File: config.mk
export PLATFORM = sky130hd
export DESIGN_NAME = max3421_spi_seq
export DESIGN_NICKNAME = d
export VERILOG_FILES = /design/src/rtl/max3421_pkg.sv /design/src/rtl/max3421_seq_timer.sv /design/src/rtl/max3421_spi_seq.sv
export SDC_FILE = /design/constraint.sdc
export NUM_CORES = 1
export LEC_CHECK = 0
export CAP_MARGIN = 20
export CORE_MARGIN = 2
export CORE_UTILIZATION = 53
export DETAILED_ROUTE_END_ITERATION = 8
export PLACE_DENSITY = 0.83
export SLEW_MARGIN = 10
export SYNTH_ARGS = -nofsm -noshare
export SYNTH_HDL_FRONTEND = slang
export SYNTH_HIERARCHICAL = 1
export SYNTH_SLANG_ARGS = --single-unit
File: constraint.sdc
create_clock -name clk -period 4.4 [get_ports clk]
set_input_delay 1.1 -clock clk [delete_from_list [all_inputs] [get_ports clk]]
set_output_delay 1.1 -clock clk [all_outputs]
set_load 0.05 [all_outputs]
File: src/rtl/max3421_pkg.sv
// max3421_pkg: shared definitions for the MAX3421 SPI transaction sequencer.
//   - state_e    : sequencer states
//   - HIRQ_ADDR  : host interrupt-flag register polled when MAX3421_IRQ_POLL_EN is defined
//   - REG_MSB / DIR_BIT / ACKSTAT_BIT : command-byte layout
//   - READ_FILL  : byte shifted out during the data phase of a read
//   - cmd_byte() : builds the command byte, cnt_load() : timer load value for an N-cycle state
package max3421_pkg;

    typedef enum logic [2:0] {
        S_IDLE,
        S_SETUP,
        S_CMD,
        S_CMD_W,
        S_DAT,
        S_DAT_W,
        S_HOLD,
        S_GAP
    } state_e;

    localparam logic [4:0] HIRQ_ADDR   = 5'd25;
    localparam int         REG_MSB     = 7;
    localparam int         DIR_BIT     = 1;
    localparam int         ACKSTAT_BIT = 0;
    localparam logic [7:0] READ_FILL   = 8'h00;
    localparam int         CNT_W       = 8;

    // Command byte {reg[4:0], 0, dir, ackstat}; ACKSTAT is always cleared.
    function automatic logic [7:0] cmd_byte(input logic [4:0] addr, input logic wr);
        logic [7:0] b;
        b                 = '0;
        b[REG_MSB -: 5]   = addr;
        b[DIR_BIT]        = wr;
        b[ACKSTAT_BIT]    = 1'b0;
        return b;
    endfunction

    // A state that must last N cycles is loaded with N-1 and left when the
    // counter reads zero; N=0 degenerates to a single pass-through cycle.
    function automatic logic [CNT_W-1:0] cnt_load(input int n);
        if (n <= 0) begin
            return '0;
        end
        return CNT_W'(n - 1);
    endfunction

endpackage

File: src/rtl/max3421_seq_timer.sv
// max3421_seq_timer: loadable down-counter shared by the SETUP, HOLD and GAP states.
// Ports:
//   clk       in   block clock
//   rst_n     in   synchronous active-low reset
//   load      in   load load_val this cycle (takes priority over counting)
//   load_val  in   CNT_W-bit value to load
//   zero      out  counter currently reads zero (holds at zero)
module max3421_seq_timer
    import max3421_pkg::*;
(
    input  logic             clk,
    input  logic             rst_n,
    input  logic             load,
    input  logic [CNT_W-1:0] load_val,
    output logic             zero
);

    logic [CNT_W-1:0] cnt_q;
    logic [CNT_W-1:0] cnt_d;

    always_comb begin
        cnt_d = cnt_q;
        if (load) begin
            cnt_d = load_val;
        end else if (cnt_q != '0) begin
            cnt_d = cnt_q - 1'b1;
        end
    end

    always_ff @(posedge clk) begin
        if (!rst_n) begin
            cnt_q <= '0;
        end else begin
            cnt_q <= cnt_d;
        end
    end

    assign zero = (cnt_q == '0);

endmodule

File: src/rtl/max3421_spi_seq.sv
// max3421_spi_seq: sequences complete MAX3421 register transactions (command
// byte + data byte under one slave-select) on top of a byte-level SPI master.
// Ports:
//   clk, rst_n                  clock, synchronous active-low reset
//   req, wr, reg_addr, wdata    CPU request (latched on acceptance)
//   busy, done                  busy from acceptance to IDLE; done = 1-cycle completion pulse
//   rdata, status               data-phase byte / command-phase byte received
//   ss_n                        MAX3421 slave select (active low)
//   spi_start, spi_din          SPI master start pulse and byte to send
//   spi_busy, spi_new_data, spi_dout  SPI master handshake and received byte
// Optional (macro MAX3421_IRQ_POLL_EN):
//   usb_int_n in, irq_flags out, irq_valid out -- automatic HIRQ read when the
//   interrupt line is low; CPU requests always win arbitration in IDLE.
module max3421_spi_seq
    import max3421_pkg::*;
#(
    parameter int SETUP_CYC = 2,
    parameter int HOLD_CYC  = 2,
    parameter int GAP_CYC   = 4
) (
    input  logic       clk,
    input  logic       rst_n,
    input  logic       req,
    input  logic       wr,
    input  logic [4:0] reg_addr,
    input  logic [7:0] wdata,
    output logic       busy,
    output logic       done,
    output logic [7:0] rdata,
    output logic [7:0] status,
    output logic       ss_n,
    output logic       spi_start,
    output logic [7:0] spi_din,
    input  logic       spi_busy,
    input  logic       spi_new_data,
    input  logic [7:0] spi_dout
`ifdef MAX3421_IRQ_POLL_EN
    ,
    input  logic       usb_int_n,
    output logic [7:0] irq_flags,
    output logic       irq_valid
`endif
);

    localparam logic [CNT_W-1:0] SETUP_LD = cnt_load(SETUP_CYC);
    localparam logic [CNT_W-1:0] HOLD_LD  = cnt_load(HOLD_CYC);
    localparam logic [CNT_W-1:0] GAP_LD   = cnt_load(GAP_CYC);

    state_e     state_q, state_d;
    logic       busy_q, busy_d;
    logic       done_q, done_d;
    logic [7:0] rdata_q, rdata_d;
    logic [7:0] status_q, status_d;
    logic       ss_n_q, ss_n_d;
    logic       spi_start_q, spi_start_d;
    logic [7:0] spi_din_q, spi_din_d;
    logic       wr_q, wr_d;
    logic [4:0] addr_q, addr_d;
    logic [7:0] wdata_q, wdata_d;
`ifdef MAX3421_IRQ_POLL_EN
    logic       poll_q, poll_d;
    logic [7:0] irq_flags_q, irq_flags_d;
    logic       irq_valid_q, irq_valid_d;
`endif

    logic             tmr_load;
    logic [CNT_W-1:0] tmr_val;
    logic             tmr_zero;
    logic             accept;

    max3421_seq_timer u_timer (
        .clk      (clk),
        .rst_n    (rst_n),
        .load     (tmr_load),
        .load_val (tmr_val),
        .zero     (tmr_zero)
    );

    always_comb begin
        state_d     = state_q;
        busy_d      = busy_q;
        done_d      = 1'b0;
        rdata_d     = rdata_q;
        status_d    = status_q;
        ss_n_d      = ss_n_q;
        spi_start_d = 1'b0;
        spi_din_d   = spi_din_q;
        wr_d        = wr_q;
        addr_d      = addr_q;
        wdata_d     = wdata_q;
        tmr_load    = 1'b0;
        tmr_val     = '0;
        accept      = 1'b0;
`ifdef MAX3421_IRQ_POLL_EN
        poll_d      = poll_q;
        irq_flags_d = irq_flags_q;
        irq_valid_d = 1'b0;
`endif
        case (state_q)
            S_IDLE: begin
                // CPU request has priority, so a stuck interrupt line can
                // never starve the CPU.
                if (req) begin
                    accept  = 1'b1;
                    wr_d    = wr;
                    addr_d  = reg_addr;
                    wdata_d = wdata;
`ifdef MAX3421_IRQ_POLL_EN
                    poll_d  = 1'b0;
`endif
                end
`ifdef MAX3421_IRQ_POLL_EN
                else if (!usb_int_n) begin
                    accept  = 1'b1;
                    wr_d    = 1'b0;
                    addr_d  = HIRQ_ADDR;
                    wdata_d = READ_FILL;
                    poll_d  = 1'b1;
                end
`endif
                if (accept) begin
                    busy_d   = 1'b1;
                    ss_n_d   = 1'b0;
                    tmr_load = 1'b1;
                    tmr_val  = SETUP_LD;
                    state_d  = S_SETUP;
                end
            end
            S_SETUP: begin
                if (tmr_zero) begin
                    state_d = S_CMD;
                end
            end
            S_CMD: begin
                if (!spi_busy) begin
                    spi_start_d = 1'b1;
                    spi_din_d   = cmd_byte(addr_q, wr_q);
                    state_d     = S_CMD_W;
                end
            end
            S_CMD_W: begin
                if (spi_new_data) begin
                    status_d = spi_dout;
                    state_d  = S_DAT;
                end
            end
            S_DAT: begin
                if (!spi_busy) begin
                    spi_start_d = 1'b1;
                    spi_din_d   = wr_q ? wdata_q : READ_FILL;
                    state_d     = S_DAT_W;
                end
            end
            S_DAT_W: begin
                if (spi_new_data) begin
                    rdata_d  = spi_dout;
                    tmr_load = 1'b1;
                    tmr_val  = HOLD_LD;
                    state_d  = S_HOLD;
                end
            end
            S_HOLD: begin
                if (tmr_zero) begin
                    ss_n_d   = 1'b1;
                    tmr_load = 1'b1;
                    tmr_val  = GAP_LD;
                    state_d  = S_GAP;
                end
            end
            S_GAP: begin
                if (tmr_zero) begin
                    busy_d  = 1'b0;
                    state_d = S_IDLE;
`ifdef MAX3421_IRQ_POLL_EN
                    if (poll_q) begin
                        irq_flags_d = rdata_q;
                        irq_valid_d = 1'b1;
                    end else begin
                        done_d = 1'b1;
                    end
`else
                    done_d = 1'b1;
`endif
                end
            end
            default: begin
                state_d = S_IDLE;
            end
        endcase
    end

    always_ff @(posedge clk) begin
        if (!rst_n) begin
            state_q     <= S_IDLE;
            busy_q      <= 1'b0;
            done_q      <= 1'b0;
            rdata_q     <= 8'h00;
            status_q    <= 8'h00;
            ss_n_q      <= 1'b1;
            spi_start_q <= 1'b0;
            spi_din_q   <= 8'h00;
            wr_q        <= 1'b0;
            addr_q      <= 5'd0;
            wdata_q     <= 8'h00;
`ifdef MAX3421_IRQ_POLL_EN
            poll_q      <= 1'b0;
            irq_flags_q <= 8'h00;
            irq_valid_q <= 1'b0;
`endif
        end else begin
            state_q     <= state_d;
            busy_q      <= busy_d;
            done_q      <= done_d;
            rdata_q     <= rdata_d;
            status_q    <= status_d;
            ss_n_q      <= ss_n_d;
            spi_start_q <= spi_start_d;
            spi_din_q   <= spi_din_d;
            wr_q        <= wr_d;
            addr_q      <= addr_d;
            wdata_q     <= wdata_d;
`ifdef MAX3421_IRQ_POLL_EN
            poll_q      <= poll_d;
            irq_flags_q <= irq_flags_d;
            irq_valid_q <= irq_valid_d;
`endif
        end
    end

    assign busy      = busy_q;
    assign done      = done_q;
    assign rdata     = rdata_q;
    assign status    = status_q;
    assign ss_n      = ss_n_q;
    assign spi_start = spi_start_q;
    assign spi_din   = spi_din_q;
`ifdef MAX3421_IRQ_POLL_EN
    assign irq_flags = irq_flags_q;
    assign irq_valid = irq_valid_q;
`endif

endmodule

==> Flow_metrics.wiki, run 1 <==
{| class="wikitable"
! Metric !! Value
|-
| Status || complete, no violations
|-
| CP Class || in -> reg
|-
| Site Rows || 24
|-
| Area added between synthesis and finish || 28.85%
|-
| Stage delay of the slowest cell on the critical path || 570 ps
|-
| Fin crit share || 0.6986
|-
| Slew HR || 0.4643
|-
| Antenna violations before repair || 0
|-
| Final cell utilization of the core || 0.6976
|-
| Number of buffers inserted to repair setup after CTS || 0
|-
| Synthesized netlist cell count || roughly 260
|-
| Sequence of cells on the critical path || clkdlybuf4s50_1 -> nor3b_1 -> and2b_1 -> or3_1 -> inv_1 -> nand2_1 -> o31ai_1
|-
| Most frequently used flop master after synthesis || sky130_fd_sc_hd__dfxtp_1
|-
| Nature of the critical path endpoint || flip-flop
|-
| Count of antenna diodes in the layout || 0
|-
| Post-cts resize count || 0
|-
| Number of hold buffers added after cts || 0
|-
| Die W || about 70 microns
|-
| Post-synth ARST share || 0
|-
| Share of post-route cells with drive strength above 1 || 0.07210
|-
| CTS H-Tree Depth || 2
|-
| Synthesized area divided by synthesized cell count || just under 9 sq um
|-
| Cell count along the critical path || 7
|-
| Setup TNS after final layout || 0 ps
|-
| Req. time, crit path || roughly 4600 ps
|-
| Cell type of the slowest stage on the worst timing path || sky130_fd_sc_hd__or3_1
|-
| Count of cell types in the netlist || 40
|-
| Yosys warnings || 6
|-
| Final-stage net count || between 300 and 400
|-
| Mean number of vias per cell || ~5.3
|-
| Start of the worst register-to-register path || u_timer/cnt_q[0]
|-
| Fmax || between 0.3 and 0.4 GHz
|-
| Final weighted congestion of routability-driven global placement || about 0.78
|-
| Post-synth design cell area || approximately 2300 sq um
|-
| Height of the chip || between 70 and 80 microns
|-
| Highest net fanout along the worst path || 15
|-
| Root buffer selected by CTS || sky130_fd_sc_hd__clkbuf_8
|-
| Reg-to-reg setup timing slack || ~1800 ps
|-
| Vias in the first global route || approximately 1,800
|-
| Initial core utilization || 0.5414
|-
| # clock sinks || 53
|-
| Tightest Hold Check Type || reg -> reg
|-
| Layout Cell Area excl Fill || between 2000 and 3000 sq um
|-
| Buffers from clock root to sink, at most || 2
|-
| Final Critical Period || 3074 ps
|-
| Max-cap violations || 0
|-
| Number of design rule violations left after detail routing || 0
|-
| Cell area after placement || ~2900 sq um
|-
| Largest net degree at the start of global routing || 27
|-
| Initial detailed-routing violation count || around 100
|-
| Timing endpoint of the critical path || u_timer/cnt_q[5]
|-
| Static Leak || about 1.1 nW
|-
| Final hold viol count || 0
|-
| Setup repair after global routing missed its margin || no
|-
| CTS Buf Count || 5
|-
| Start point of the critical path || req
|-
| Die outline area || 4932 sq um
|-
| FF+latch count, synth || 53
|-
| Max Clock Skew || between 6 and 7 ps
|-
| Sequential-to-total area share from yosys stat || 0.4564
|-
| Wire per inst || roughly 14 microns
|-
| CTS tree || done
|-
| Reg2Reg Depth || 9
|-
| Buffers added on ports || between 50 and 60
|-
| First-pass GRT wire length || approximately 8400 microns
|-
| Placeable core area || 4294 sq um
|-
| Data arrival time of the worst path || roughly 3300 ps
|-
| Detailed placer's ending HPWL || approximately 3500 microns
|-
| Worst hold slack after final layout || around 450 ps
|-
| Worst R2R End || u_timer/cnt_q[5]
|-
| Largest delay contributor family on the critical path || simple AND/OR/NAND/NOR gates
|-
| Clock-pin transition on the worst setup and hold timing paths || roughly 90 ps
|-
| Post-synth EDFFs || 0
|-
| Worst-Margin Slew || ~800 ps
|-
| Peak supply drop || between 0.2 and 0.25 mV
|-
| Via count || approximately 2,000
|-
| IO Pins || 55
|-
| GRT Resource Usage Total || 0.2163
|-
| CP startpoint kind || input pin
|-
| P per Cell Area || roughly 480 nW/um^2
|-
| Slew Viols, Final || 0
|-
| ANT nets after route || 0
|-
| Total of endpoints with negative setup slack in the final report || 0
|-
| Clock insertion delay at the later pin of the skew report || roughly 300 ps
|-
| Final global-route overflow total || 0
|-
| Worst path buffer plus inverter count || 2
|-
| First-pass iteration count of the detailed router || 4
|-
| Wire length after detailed routing || ~5200 microns
|}
-- worst reg2reg max path, cell delays in order (launching register included) --
cell and delay (ps):
sky130_fd_sc_hd__dfxtp_1 420, sky130_fd_sc_hd__inv_1 100, sky130_fd_sc_hd__ha_1 290, sky130_fd_sc_hd__and4bb_1 400
sky130_fd_sc_hd__nand2_1 140, sky130_fd_sc_hd__nor2_1 70, sky130_fd_sc_hd__or3_1 480, sky130_fd_sc_hd__inv_1 250
sky130_fd_sc_hd__nand2_1 160, sky130_fd_sc_hd__o31ai_1 270
-- state kept, by name, summed over array words and instances, names as in the netlist, 3 cells and up --
| register | cells |
|---|---|
| rdata | 8 |
| spi_din | 8 |
| status | 8 |
| u_timer/cnt_q | 8 |
| wdata_q | 8 |
| addr_q | 5 |
| state_q | 3 |
-- synth_stat cells (2+ instances only) --
library cell,number,share of area
sky130_fd_sc_hd__buf_2,5,0.011
sky130_fd_sc_hd__nand2_1,75,0.12
sky130_fd_sc_hd__a21oi_1,3,0.0065
sky130_fd_sc_hd__nand4b_1,3,0.011
sky130_fd_sc_hd__nand3_1,11,0.024
sky130_fd_sc_hd__o31ai_1,4,0.013
sky130_fd_sc_hd__a221oi_2,5,0.032
sky130_fd_sc_hd__o21ai_0,11,0.024
sky130_fd_sc_hd__clkbuf_1,7,0.011
sky130_fd_sc_hd__mux2i_1,3,0.013
sky130_fd_sc_hd__or3_1,2,0.0054
sky130_fd_sc_hd__a21boi_0,32,0.10
sky130_fd_sc_hd__dfxtp_1,53,0.46
sky130_fd_sc_hd__nor3b_2,3,0.016
sky130_fd_sc_hd__nor3_1,2,0.0043
sky130_fd_sc_hd__nor2_1,10,0.016
sky130_fd_sc_hd__xnor2_1,4,0.015
sky130_fd_sc_hd__nand2b_1,3,0.0081
sky130_fd_sc_hd__inv_1,5,0.0081
sky130_fd_sc_hd__a21boi_1,2,0.0065
sky130_fd_sc_hd__nor3b_1,2,0.0065
-- routing by layer --
layer | part of all wire | track usage
met1 | 0.47 | 0.2774
met3 | 0.065 | 0.06494
met4 | 0.011 | 0.08547
met5 | 0 | 0
met2 | 0.45 | 0.3407
-- power by group --
| part | switching (mW) | internal (mW) | leakage, nW |
|---|---|---|---|
| clock | 0.155 | 0.143 | 0.0542 |
| sequential | 0.0878 | 0.560 | 0.432 |
| combinational | 0.290 | 0.205 | 0.598 |
-- final cells by class --
type / instances / area (sq um)
clock buffers: 7 / 96.34
clock inverters: 1 / 5.005
fillers: 356 / 1299
inverters: 5 / 18.77
multi-input cells: 197 / 1194
flip-flops and latches: 53 / 1061
well taps: 52 / 65.06
repair buffers: 56 / 555.5
-- worst min path at each step --
| stage | from | end | slack, ps | cells past startpoint |
|---|---|---|---|---|
| 2_1_floorplan | wdata_q[1] | wdata_q[1] | 440 | 2 |
| 6_report | spi_din[0] | spi_din[0] | 450 | 2 |
| 3_3_place_gp | spi_din[0] | spi_din[0] | 440 | 2 |
| 4_1_cts | spi_din[0] | spi_din[0] | 450 | 2 |
| 5_1_grt | spi_din[1] | spi_din[1] | 480 | 2 |
| 3_5_place_dp | spi_din[0] | spi_din[0] | 440 | 2 |
-- cells by family (layout without fill, tap and decap cells) --
logic type,count (synthesis),in the layout,share of synthesized area
AOI/OAI and AO/OA,62,62,0.2045
xor gates and xnor gates,5,5,0.01884
adders and majority gates,1,1,0.005381
buffers and inverters,19,69,0.03822
DFF,53,53,0.4564
muxes,4,4,0.02260
other,1,6,0.001613
and+or+nand+nor,119,119,0.2524
-- cell usage in the layout, fill, tap and decap left out, types with 2 or more instances in the layout --
| master | instances |
|---|---|
| sky130_fd_sc_hd__a21boi_0 | 32 |
| sky130_fd_sc_hd__a21boi_1 | 2 |
| sky130_fd_sc_hd__a21oi_1 | 3 |
| sky130_fd_sc_hd__a221oi_2 | 5 |
| sky130_fd_sc_hd__buf_4 | 2 |
| sky130_fd_sc_hd__clkbuf_8 | 7 |
| sky130_fd_sc_hd__clkdlybuf4s50_1 | 54 |
| sky130_fd_sc_hd__conb_1 | 6 |
| sky130_fd_sc_hd__dfxtp_1 | 53 |
| sky130_fd_sc_hd__inv_1 | 5 |
| sky130_fd_sc_hd__mux2i_1 | 3 |
| sky130_fd_sc_hd__nand2_1 | 75 |
| sky130_fd_sc_hd__nand2b_1 | 3 |
| sky130_fd_sc_hd__nand3_1 | 11 |
| sky130_fd_sc_hd__nand4b_1 | 3 |
| sky130_fd_sc_hd__nor2_1 | 10 |
| sky130_fd_sc_hd__nor3_1 | 2 |
| sky130_fd_sc_hd__nor3b_1 | 2 |
| sky130_fd_sc_hd__nor3b_2 | 3 |
| sky130_fd_sc_hd__o21ai_0 | 11 |
| sky130_fd_sc_hd__o31ai_1 | 4 |
| sky130_fd_sc_hd__or3_1 | 2 |
| sky130_fd_sc_hd__xnor2_1 | 4 |
-- per-stage QoR --
step | power (mW) | cells | setup WS (ps)
final | 1.440 | 371 | 1326
after global routing | 1.529 | 371 | 1150
after CTS | 1.447 | 371 | 1336
after detailed placement | 1.146 | 363 | 1016
after global placement | 1.126 | 363 | 1095
after floorplan | 1.024 | 269 | 1870
No activity file was read; power rests on OpenSTA's default activity.
==> run 2: changes to the inputs <==
--- a/config.mk
+++ b/config.mk
@@ -7,9 +7,9 @@
 export LEC_CHECK = 0
 export CAP_MARGIN = 20
 export CORE_MARGIN = 2
-export CORE_UTILIZATION = 53
+export CORE_UTILIZATION = 44
 export DETAILED_ROUTE_END_ITERATION = 8
-export PLACE_DENSITY = 0.83
+export PLACE_DENSITY = 0.74
 export SLEW_MARGIN = 10
 export SYNTH_ARGS = -nofsm -noshare
 export SYNTH_HDL_FRONTEND = slang
==> constraint.sdc (replaced) <==
create_clock -name clk -period 2.56 [get_ports clk]
set_input_delay 0.64 -clock clk [delete_from_list [all_inputs] [get_ports clk]]
set_output_delay 0.64 -clock clk [all_outputs]
set_load 0.05 [all_outputs]
==> Flow_metrics.wiki, run 2 (synthesis gave the netlist of run 1 again) <==
{| class="wikitable"
! Metric !! Value
|-
| Highest net fanout along the worst path || 2
|-
| First-pass iteration count of the detailed router || 4
|-
| Placed cells || roughly 390
|-
| Final global-route overflow total || 0
|-
| Worst-Margin Slew || 532.3 ps
|-
| Static Leak || between 1 and 1.5 nW
|-
| Largest delay contributor family on the critical path || buffers and inverters
|-
| ANT nets after route || 0
|-
| Number of hold buffers added after cts || 0
|-
| Peak supply drop || approximately 0.36 mV
|-
| CP startpoint kind || flip-flop
|-
| First-pass GRT wire length || around 8700 microns
|-
| Detailed placer's ending HPWL || approximately 3700 microns
|-
| # clock sinks || 53
|-
| Clock-pin transition on the worst setup and hold timing paths || about 100 ps
|-
| P per Cell Area || 811.9 nW/um^2
|-
| Req. time, crit path || 1920 ps
|-
| Total of endpoints with negative setup slack in the final report || 0
|-
| Post-cts resize count || 0
|-
| Root buffer selected by CTS || sky130_fd_sc_hd__clkbuf_8
|-
| IO Pins || between 50 and 60
|-
| Dpl ws || roughly 140 ps
|-
| Data arrival time of the worst path || roughly 1500 ps
|-
| Wire length after detailed routing || a little over 5000 microns
|-
| Stage delay of the slowest cell on the critical path || between 800 and 900 ps
|-
| Cell area after placement || 2969 sq um
|-
| Clock insertion delay at the later pin of the skew report || approximately 310 ps
|-
| Antenna violations before repair || 0
|-
| Worst hold slack after final layout || roughly 460 ps
|-
| Initial core utilization || 0.4552
|-
| Tightest Hold Check Type || reg -> reg
|-
| CTS Buf Count || 5
|-
| Sequence of cells on the critical path || clkdlybuf4s50_1
|-
| CP Class || reg -> out
|-
| Largest net degree at the start of global routing || 35
|-
| Count of antenna diodes in the layout || 0
|-
| Height of the chip || between 70 and 80 microns
|-
| Status || complete, no violations
|-
| Vias in the first global route || ~1,900
|-
| Reg-to-reg setup timing slack || approximately 460 ps
|-
| CTS H-Tree Depth || 2
|-
| Final-stage net count || ~350
|-
| Area of all sequential standard cells || around 1100 sq um
|-
| Setup TNS after final layout || 0 ps
|-
| Final cell utilization of the core || 0.6000
|-
| Non-Filler Instances || just under 400
|-
| Area added between synthesis and finish || 31.81%
|-
| Buffers from clock root to sink, at most || 2
|-
| Die W || 76.69 microns
|-
| Filler instances || roughly 470
|-
| GRT Resource Usage Total || 0.1832
|-
| Layout Cell Area excl Fill || roughly 3100 sq um
|-
| Max-cap violations || 0
|-
| Share of post-route cells with drive strength above 1 || 0.09202
|-
| Slew HR || 0.6451
|-
| Most common cell after layout, fill and taps aside || sky130_fd_sc_hd__nand2_1
|-
| Nature of the critical path endpoint || primary output
|-
| Cell type of the slowest stage on the worst timing path || sky130_fd_sc_hd__clkdlybuf4s50_1
|-
| CTS tree || done
|-
| Setup repair after global routing missed its margin || no
|-
| Initial detailed-routing violation count || 95
|-
| Max Clock Skew || ~6 ps
|-
| Final Critical Period || 2132 ps
|-
| Slew Viols, Final || 0
|-
| Number of design rule violations left after detail routing || 0
|-
| Site Rows || 26
|-
| Fmax || roughly 0.47 GHz
|-
| Final hold viol count || 0
|-
| Mean number of vias per cell || between 4 and 5
|-
| Fin crit share || 0.8328
|-
| Area of the multi-input gates || about 1200 sq um
|-
| Leading cell types in the layout, fill and taps excluded || sky130_fd_sc_hd__nand2_1 (75), sky130_fd_sc_hd__clkdlybuf4s50_1 (54), sky130_fd_sc_hd__dfxtp_1 (53)
|-
| Die outline area || between 5000 and 6000 sq um
|-
| Final weighted congestion of routability-driven global placement || ~0.76
|-
| Buffers added on ports || between 50 and 60
|-
| Wire per inst || 13.10 microns
|-
| Number of buffers inserted to repair setup after CTS || 0
|-
| Via count || between 1,500 and 2,000
|-
| Post-route total power || 2.488 mW
|-
| Worst path buffer plus inverter count || 1
|-
| Placeable core area || about 5100 sq um
|-
| Worst setup margin || ~430 ps
|}
==> run 2: cell count changes in the layout (fill, tap and decap cells not counted) <==
cell                         change
sky130_fd_sc_hd__clkinv_2        -1
sky130_fd_sc_hd__buf_4           +7
sky130_fd_sc_hd__inv_8           +1
sky130_fd_sc_hd__clkinvlp_4      +2
sky130_fd_sc_hd__clkbuf_8        -2
==> run 2: final timing paths <==
path,cells past startpoint,start,endpoint
hold / removal,2,spi_din[2],spi_din[2]
setup reg to reg,9,u_timer/cnt_q[0],u_timer/cnt_q[3]
setup / recovery,1,spi_din[1],spi_din[1]
hold reg to reg,2,spi_din[2],spi_din[2]
==> run 2: layout make-up <==
cell class / count / share of cell area
Clock buffer: 5 / 0.02246
Clock inverter: 3 / 0.008575
Inverter: 5 / 0.006125
Multi-Input combinational cell: 197 / 0.3895
Sequential cell: 53 / 0.3463
Tap cell: 70 / 0.02858
Timing Repair Buffer: 63 / 0.1984
==> run 2: power breakdown <==
| part | leakage, nW | switching, mW | total, mW | internal [mW] |
|---|---|---|---|---|
| logic | 0.633 | 0.499 | 0.891 | 0.392 |
| registers | 0.432 | 0.145 | 1.11 | 0.961 |
| clock network | 0.0423 | 0.292 | 0.491 | 0.199 |
| total | 1.11 | 0.936 | 2.49 | 1.55 |
==> run 2: per-layer routing <==
| layer | share of wire | up-vias | track usage |
|---|---|---|---|
| li1 | - | 1023 | - |
| met1 | 0.44 | 901 | 0.2168 |
| met4 | 0.010 | 0 | 0.04909 |
| met2 | 0.50 | 39 | 0.3193 |
| met3 | 0.054 | 6 | 0.05765 |
| met5 | 0 | - | 0 |
==> run 3: changes to the inputs <==
--- a/config.mk
+++ b/config.mk
@@ -7,9 +7,9 @@
 export LEC_CHECK = 0
 export CAP_MARGIN = 20
 export CORE_MARGIN = 2
-export CORE_UTILIZATION = 44
+export CORE_UTILIZATION = 49
 export DETAILED_ROUTE_END_ITERATION = 8
-export PLACE_DENSITY = 0.74
+export PLACE_DENSITY = 0.78
 export SLEW_MARGIN = 10
 export SYNTH_ARGS = -nofsm -noshare
 export SYNTH_HDL_FRONTEND = slang
==> constraint.sdc (replaced) <==
create_clock -name clk -period 2.05 [get_ports clk]
set_input_delay 0.5125 -clock clk [delete_from_list [all_inputs] [get_ports clk]]
set_output_delay 0.5125 -clock clk [all_outputs]
set_load 0.05 [all_outputs]
==> Flow_metrics.wiki, run 3 (synthesis gave the netlist of run 1 again) <==
{| class="wikitable"
! Metric !! Value
|-
| Area added between synthesis and finish || 37.41%
|-
| Vias in the first global route || 1,928
|-
| Placed cells || approximately 390
|-
| Static Leak || around 1.2 nW
|-
| Hold Path Cell Cnt || 2
|-
| Filler instances || ~370
|-
| Height of the chip || about 73 microns
|-
| Grt met2 use || 0.3354
|-
| Top Usage Layer GRT || met2
|-
| Final hold viol count || 0
|-
| First-pass iteration count of the detailed router || 4
|-
| Largest net degree at the start of global routing || 36
|-
| CP startpoint kind || flip-flop
|-
| Cell type of the slowest stage on the worst timing path || sky130_fd_sc_hd__clkdlybuf4s50_1
|-
| Initial detailed-routing violation count || approximately 150
|-
| Tightest Hold Check Type || reg -> reg
|-
| Placeable core area || ~4700 sq um
|-
| Number of design rule violations left after detail routing || 0
|-
| Site Rows || 25
|-
| Slew Viols, Final || 0
|-
| Nature of the critical path endpoint || primary output
|-
| Wire length after detailed routing || 5047 microns
|-
| Final-stage net count || about 370
|-
| Largest delay contributor family on the critical path || buffers and inverters
|-
| Antenna violations before repair || 0
|-
| CTS H-Tree Depth || 2
|-
| Reg2Reg Depth || 9
|-
| GRT met1 Usage || 0.2645
|-
| Initial core utilization || 0.4988
|-
| Post-route total power || 3.300 mW
|-
| Final global-route overflow total || 0
|-
| Detailed placer's ending HPWL || around 3700 microns
|-
| Sequence of cells on the critical path || clkdlybuf4s50_1
|-
| Final weighted congestion of routability-driven global placement || between 0.8 and 0.9
|-
| Stage delay of the slowest cell on the critical path || about 800 ps
|-
| Buffers from clock root to sink, at most || 2
|-
| Max-cap violations || 0
|-
| Leading cell types in the layout, fill and taps excluded || sky130_fd_sc_hd__nand2_1 (75), sky130_fd_sc_hd__dfxtp_1 (51), sky130_fd_sc_hd__clkdlybuf4s50_1 (51)
|-
| Most common cell after layout, fill and taps aside || sky130_fd_sc_hd__nand2_1
|-
| Final Critical Period || 1992 ps
|-
| Worst path buffer plus inverter count || 1
|-
| Layout Cell Area excl Fill || 3194 sq um
|-
| IO Pins || 55
|-
| CP Class || reg -> out
|-
| CTS tree || done
|-
| Total of endpoints with negative setup slack in the final report || 0
|-
| Peak supply drop || ~0.60 mV
|-
| Setup TNS after final layout || 0 ps
|-
| Clock-pin transition on the worst setup and hold timing paths || 100 ps
|-
| Highest net fanout along the worst path || 2
|-
| GRT Resource Usage Total || 0.2051
|-
| Root buffer selected by CTS || sky130_fd_sc_hd__clkbuf_8
|-
| Clock insertion delay at the later pin of the skew report || about 310 ps
|-
| Mean number of vias per cell || slightly above 5
|-
| Routing usage on met3 || 0.05663
|-
| Setup repair after global routing missed its margin || no
|-
| First-pass GRT wire length || 8562 microns
|-
| Wire per inst || ~13 microns
|-
| ANT nets after route || 0
|-
| Non-Filler Instances || ~400
|-
| Worst-Margin Slew || about 530 ps
|-
| Count of antenna diodes in the layout || 0
|-
| Die outline area || roughly 5300 sq um
|-
| Number of hold buffers added after cts || 0
|-
| Share of post-route cells with drive strength above 1 || 0.1550
|-
| # clock sinks || 53
|-
| Die W || between 70 and 80 microns
|-
| Cell count along the critical path || 1
|-
| Fmax || 0.5020 GHz
|-
| Data arrival time of the worst path || roughly 1500 ps
|-
| Slew HR || 0.6468
|-
| Via count || 2,048
|-
| P per Cell Area || around 1000 nW/um^2
|-
| CTS Buf Count || 5
|-
| Max Clock Skew || between 4 and 5 ps
|-
| Buffers added on ports || 54
|-
| Req. time, crit path || between 1500 and 2000 ps
|-
| Final cell utilization of the core || 0.6854
|-
| Fin crit share || 0.9718
|-
| Cell area after placement || around 3100 sq um
|-
| Status || complete, no violations
|}
run 3: timing repair:
item                                    CTS  global route
endpoints found under the setup margin    0            10
endpoints found under the hold margin     0             0
resized for setup                         0             4
setup buffers                             0             3
run 3: stage by stage:
| step | setup slack (ps) | hold WS [ps] |
|---|---|---|
| after global routing | 1.216 | 492.2 |
| after detailed placement | -149.9 | 442.4 |
| final | 57.78 | 453.6 |
| after global placement | -108.2 | 438.6 |
| after CTS | 42.81 | 457.1 |
| after floorplan | 40.41 | 443.5 |
run 3: worst paths after layout:
kind	from	to	slack (ps)
setup / recovery	ss_n	ss_n	60
hold / removal	spi_din[0]	spi_din[0]	450
setup reg to reg	u_timer/cnt_q[0]	u_timer/cnt_q[4]	150
hold reg to reg	spi_din[0]	spi_din[0]	450
run 3: layout make-up:
cell class	instances	area (sq um)	share of cell area
Sequential cell	53	1064	0.3329
Clock buffer	5	68.82	0.02154
Multi-Input combinational cell	197	1199	0.3752
Inverter	5	18.77	0.005875
Clock inverter	3	26.28	0.008226
Timing Repair Buffer	79	750.7	0.2350
Tap cell	54	67.56	0.02115
run 3: power by group:
| part | leakage, nW | total, mW | internal, mW | switching (mW) |
|---|---|---|---|---|
| combinational | 0.743 | 1.33 | 0.644 | 0.688 |
| clock | 0.0423 | 0.606 | 0.249 | 0.357 |
| sequential | 0.433 | 1.36 | 1.21 | 0.157 |
run 3: metal layers:
layer	vias up	share of wire
met5	-	0
met4	0	0.012
met3	6	0.057
met2	49	0.46
met1	943	0.47
li1	1050	-
